File: src/rtl/rr_sel_arbiter.sv
// rr_sel_arbiter: four-way round-robin arbiter feeding the 2-to-4 select decoder.
// A grant is held until the owner signals done, drops its request, or the hold
// limit expires. At least one idle cycle separates consecutive grants, so the
// downstream one-hot select never moves directly from one owner to another.
//
// state    | meaning
// ---------+----------------------------------------------------------------
// ST_IDLE  | no owner; search req from r_ptr and grant on the next edge
// ST_GRANT | o_gnt_idx owns the resource; watch done / req drop / hold limit
module rr_sel_arbiter #(
  parameter int HOLD_W   = 4,
  parameter int HOLD_MAX = 15
) (
  input  logic       i_clk,
  input  logic       i_rst,
  input  logic [3:0] i_req,
  input  logic       i_done,
  output logic [1:0] o_gnt_idx,
  output logic       o_gnt_valid,
  output logic       o_timeout
);

  typedef enum logic {
    ST_IDLE  = 1'b0,
    ST_GRANT = 1'b1
  } state_t;

  // HOLD_MAX = 0 disables the limit; the compare value is then never used.
  localparam bit                LP_LIMITED   = (HOLD_MAX != 0);
  localparam logic [HOLD_W-1:0] LP_HOLD_LAST = HOLD_W'(HOLD_MAX - 1);

  state_t            r_state;
  logic [1:0]        r_ptr;
  logic [HOLD_W-1:0] r_hold_cnt;
  logic [1:0]        r_gnt_idx;
  logic              r_gnt_valid;
  logic              r_timeout;

  state_t            w_state_nxt;
  logic [1:0]        w_ptr_nxt;
  logic [HOLD_W-1:0] w_hold_cnt_nxt;
  logic [1:0]        w_gnt_idx_nxt;
  logic              w_gnt_valid_nxt;
  logic              w_timeout_nxt;

  logic              w_found;
  logic [1:0]        w_pick;
  logic [1:0]        w_cand;
  logic              w_owner_req;
  logic              w_hold_hit;
  logic              w_release;

  // Round-robin search: first set request at r_ptr, r_ptr+1, ... modulo 4.
  always_comb begin
    w_found = 1'b0;
    w_pick  = r_ptr;
    w_cand  = r_ptr;
    for (int k = 0; k < 4; k++) begin
      w_cand = r_ptr + 2'(k);
      if (!w_found && i_req[w_cand]) begin
        w_found = 1'b1;
        w_pick  = w_cand;
      end
    end
  end

  // Release conditions; done and a request drop outrank the hold limit.
  always_comb begin
    w_owner_req = i_req[r_gnt_idx];
    w_hold_hit  = LP_LIMITED && (r_hold_cnt == LP_HOLD_LAST);
    w_release   = i_done || !w_owner_req || w_hold_hit;
  end

  // Next-state and next-output logic.
  always_comb begin
    w_state_nxt     = r_state;
    w_ptr_nxt       = r_ptr;
    w_hold_cnt_nxt  = r_hold_cnt;
    w_gnt_idx_nxt   = r_gnt_idx;
    w_gnt_valid_nxt = r_gnt_valid;
    w_timeout_nxt   = 1'b0;
    case (r_state)
      ST_IDLE: begin
        w_gnt_valid_nxt = 1'b0;
        if (w_found) begin
          w_gnt_idx_nxt   = w_pick;
          w_gnt_valid_nxt = 1'b1;
          w_hold_cnt_nxt  = '0;
          w_state_nxt     = ST_GRANT;
        end
      end
      ST_GRANT: begin
        if (w_release) begin
          w_gnt_valid_nxt = 1'b0;
          w_ptr_nxt       = r_gnt_idx + 2'd1;
          w_state_nxt     = ST_IDLE;
          // Forced only when neither normal release cause is present.
          w_timeout_nxt   = !i_done && w_owner_req;
        end else begin
          w_hold_cnt_nxt  = r_hold_cnt + 1'b1;
        end
      end
      default: begin
        w_state_nxt     = ST_IDLE;
        w_gnt_valid_nxt = 1'b0;
      end
    endcase
  end

  // State and output registers with synchronous reset.
  always_ff @(posedge i_clk) begin
    if (i_rst) begin
      r_state     <= ST_IDLE;
      r_ptr       <= 2'd0;
      r_hold_cnt  <= '0;
      r_gnt_idx   <= 2'd0;
      r_gnt_valid <= 1'b0;
      r_timeout   <= 1'b0;
    end else begin
      r_state     <= w_state_nxt;
      r_ptr       <= w_ptr_nxt;
      r_hold_cnt  <= w_hold_cnt_nxt;
      r_gnt_idx   <= w_gnt_idx_nxt;
      r_gnt_valid <= w_gnt_valid_nxt;
      r_timeout   <= w_timeout_nxt;
    end
  end

  assign o_gnt_idx   = r_gnt_idx;
  assign o_gnt_valid = r_gnt_valid;
  assign o_timeout   = r_timeout;

endmodule
File: config.mk
export PLATFORM = sky130hd
export DESIGN_NAME = rr_sel_arbiter
export DESIGN_NICKNAME = d
export VERILOG_FILES = /design/src/rtl/rr_sel_arbiter.sv
export SDC_FILE = /design/constraint.sdc
export NUM_CORES = 1
export LEC_CHECK = 0
export ABC_AREA = 1
export ABC_CLOCK_PERIOD_IN_PS = 2000
export CORE_MARGIN = 1.5
export CORE_UTILIZATION = 52
export DETAILED_ROUTE_END_ITERATION = 16
export PLACE_DENSITY = 0.76
export SYNTH_ARGS = -nofsm -noshare
export SYNTH_HDL_FRONTEND = slang
export SYNTH_SLANG_ARGS = --single-unit
File: constraint.sdc
create_clock -name i_clk -period 2 [get_ports i_clk]
set_input_delay 0.5 -clock i_clk [delete_from_list [all_inputs] [get_ports i_clk]]
set_output_delay 0.5 -clock i_clk [all_outputs]
set_load 0.005 [all_outputs]
==> impl_metrics.ini <==
[outcome]
status = completed

[placed_design]
port_buffers = 10
place_area_um2 = 942
globalplace.congestion = 0.852
dp_hpwl_um = 1320
place_ws_ns = -0.0915
dp_cells = 148

[critical_path]
crit_type = primary input to flip-flop
start_kind = primary input
cp_top_family = simple AND/OR/NAND/NOR gates
worst-path-buf-inv = 2
crit_chain = clkdlybuf4s50_1 > nand2_1 > nand2_1 > nand2_1 > o21ai_1 > inv_2 > nor2_4 > nand3_4 > or2_2 > a21oi_1
critical_path_arrival_ns = 2.00
crit_path_frequent_cell = nand2_1
crit_slowest_cell = clkdlybuf4s50_1
worstSetupEndpointType = flip-flop
max_stage_delay_ns = 0.51
crit_required_ns = 2.21
path_max_fanout = 5

[final_layout]
drive_gt1_frac = 0.199
mostFrequentLayoutCells = 43 x nand2_1, 11 x nand3_1, 11 x dfxtp_1
fin_area_um2 = 968
num_antenna_cells = 0
fin_nets = 146
fillCellCount = 132
layout_commonest_cell = nand2_1
utilization = 0.650
stdcell_count = 152
area_delta_synth_final_pct = 18.9

[drt]
routedWlPerCell_um = 10.8
routed_wl_um = 1640
avgViaCountPerCell = 5.29
vias = 804
drtPass1Iterations = 4
ant_nets = 0
drt_iter0_drc = 19
drc = 0

[yosys]
synthAdderAreaFrac = 0.0307
synth_fp_nets = 130
syn-instance-count = 121
ys_ff_latch = 11
yosys_warnings = 0
avgSynthCellArea_um2 = 6.73
synth_xor_area_frac = 0.0430
synth-seq-area-share = 0.270
synthSimpleGateAreaFrac = 0.482
synth_area_um2 = 815
synthMuxAreaShare = 0
synth-compound-area-share = 0.0968
synth_top_family_by_area = simple AND/OR/NAND/NOR gates
ys_types = 25

[clocking]
cts_tree = built
h-tree-depth = 1
holdBufCountCts = 0
cts.repair.resized = 0
root_buffer = clkbuf_4
post_cts_buffers = 0
cts_made_buffers = 3
ctsLongestPathBuffers = 2
cts.clk_slew.worst_paths_ns = 0.07
cts_sinks = 11
insertion_delay_ns = 0.28

[floorplanning]
rows = 14
die_w_um = 42.6
die_h_um = 42.6
initial_utilization = 0.547
core_area_mm2 = 0.00149
die-area_mm2 = 0.00181
pin_count = 11

[grt]
grt_pass1_wl_um = 2830
first_global_vias = 697
grt-ovfl-total = 0
grt_max_degree = 10
track_usage = 0.210
antenna_found_initial = 0

[timing]
relSlewSlack = 0.793
max_freq_ghz = 0.558
setup_viol = 0
clock_skew_ns = 0.00623
min_period_ns = 1.79
hold_viol = 0
fin_ws_ns = 0.209
finalCritPeriodShare = 0.895
slew_viol_final = 0
tightest_slew_ns = 0.310
grt_setup_unrepaired = false

[hold_path]
hold_class = flip-flop to flip-flop

[flow_run]
cap_violations = 0

[power]
ir_worst_vdd_v = 0.000785
cellPowerDensity_mw_per_mm2 = 1180
power.leakage_nw = 0.440
[cells by family after synthesis]
group,count (synthesis)
buf+inv,14
compound gates,15
simple gates,75
xor+xnor,4
fa+ha+maj,2
flops,11
[worst paths after layout]
path / from / end / slack [ns] / cells past startpoint
max reg2reg: r_ptr[0]$_SDFFE_PP0P_ / o_gnt_idx[1]$_SDFFE_PP0P_ / 0.41 / 13
min reg2reg: r_hold_cnt[0]$_SDFFE_PP0P_ / r_hold_cnt[0]$_SDFFE_PP0P_ / 0.49 / 1
min: r_hold_cnt[0]$_SDFFE_PP0P_ / r_hold_cnt[0]$_SDFFE_PP0P_ / 0.49 / 1
max: i_req[3] / r_hold_cnt[1]$_SDFFE_PP0P_ / 0.21 / 10
[worst register-to-register path, stage by stage (launching register included)]
cell and delay [ns]:
dfxtp_1 0.34, buf_4 0.18, nand2_1 0.08, nand3_1 0.08
nand2_1 0.14, inv_2 0.06, nor2_4 0.12, nand2_1 0.08
nor2_2 0.14, inv_2 0.05, nand2_1 0.06, nand2_1 0.05
nand2_1 0.08, nand2_1 0.05
[layout make-up]
cell class                      count  area (µm²)  share of cell area
Inverter                           12        47.5              0.0491
Sequential cell                    11         220               0.227
Clock buffer                        4        26.3              0.0271
Timing Repair Buffer               13         123               0.127
Tap cell                           16        20.0              0.0207
Multi-Input combinational cell     96         532               0.549
[synth_stat cells (all sizes together)]
library cell,instances,share of area
nor4,1,0.0077
a21oi,9,0.060
xnor2,1,0.011
ha,2,0.031
nor2,7,0.054
dfxtp,11,0.27
clkbuf,1,0.0046
nand3,13,0.10
or2,1,0.0077
inv,12,0.058
nand4,1,0.0077
o21ai,6,0.037
nand2,52,0.30
xor2,3,0.032
buf,1,0.014
[state kept, by name, indices dropped and copies added, names as in the netlist]
register     cells
r_hold_cnt       4
o_gnt_idx        2
r_ptr            2
o_gnt_valid      1
o_timeout        1
r_state          1
[power by group]
| group | total, mW | internal (mW) | leakage [nW] | switching (mW) |
|---|---|---|---|---|
| Clock | 0.156 | 0.0775 | 0.0150 | 0.0786 |
| Sequential | 0.329 | 0.267 | 0.0901 | 0.0618 |
| Combinational | 0.655 | 0.258 | 0.335 | 0.397 |
| Total | 1.14 | 0.603 | 0.440 | 0.537 |
[metal layers]
metal	GRT usage	routed length [µm]
met1	0.268	808
met2	0.314	716
met3	0.0647	80
met4	0.113	31
met5	0	0
[metrics by stage]
stage	TNS, ns	hold slack (ns)	power, mW
after floorplan	0	0.452	0.818
after global placement	-0.0513	0.471	0.977
after detailed placement	-0.231	0.474	0.988
after CTS	0	0.495	1.15
after global routing	0	0.513	1.23
final	0	0.486	1.14
Power figures use the tool's default switching activity.
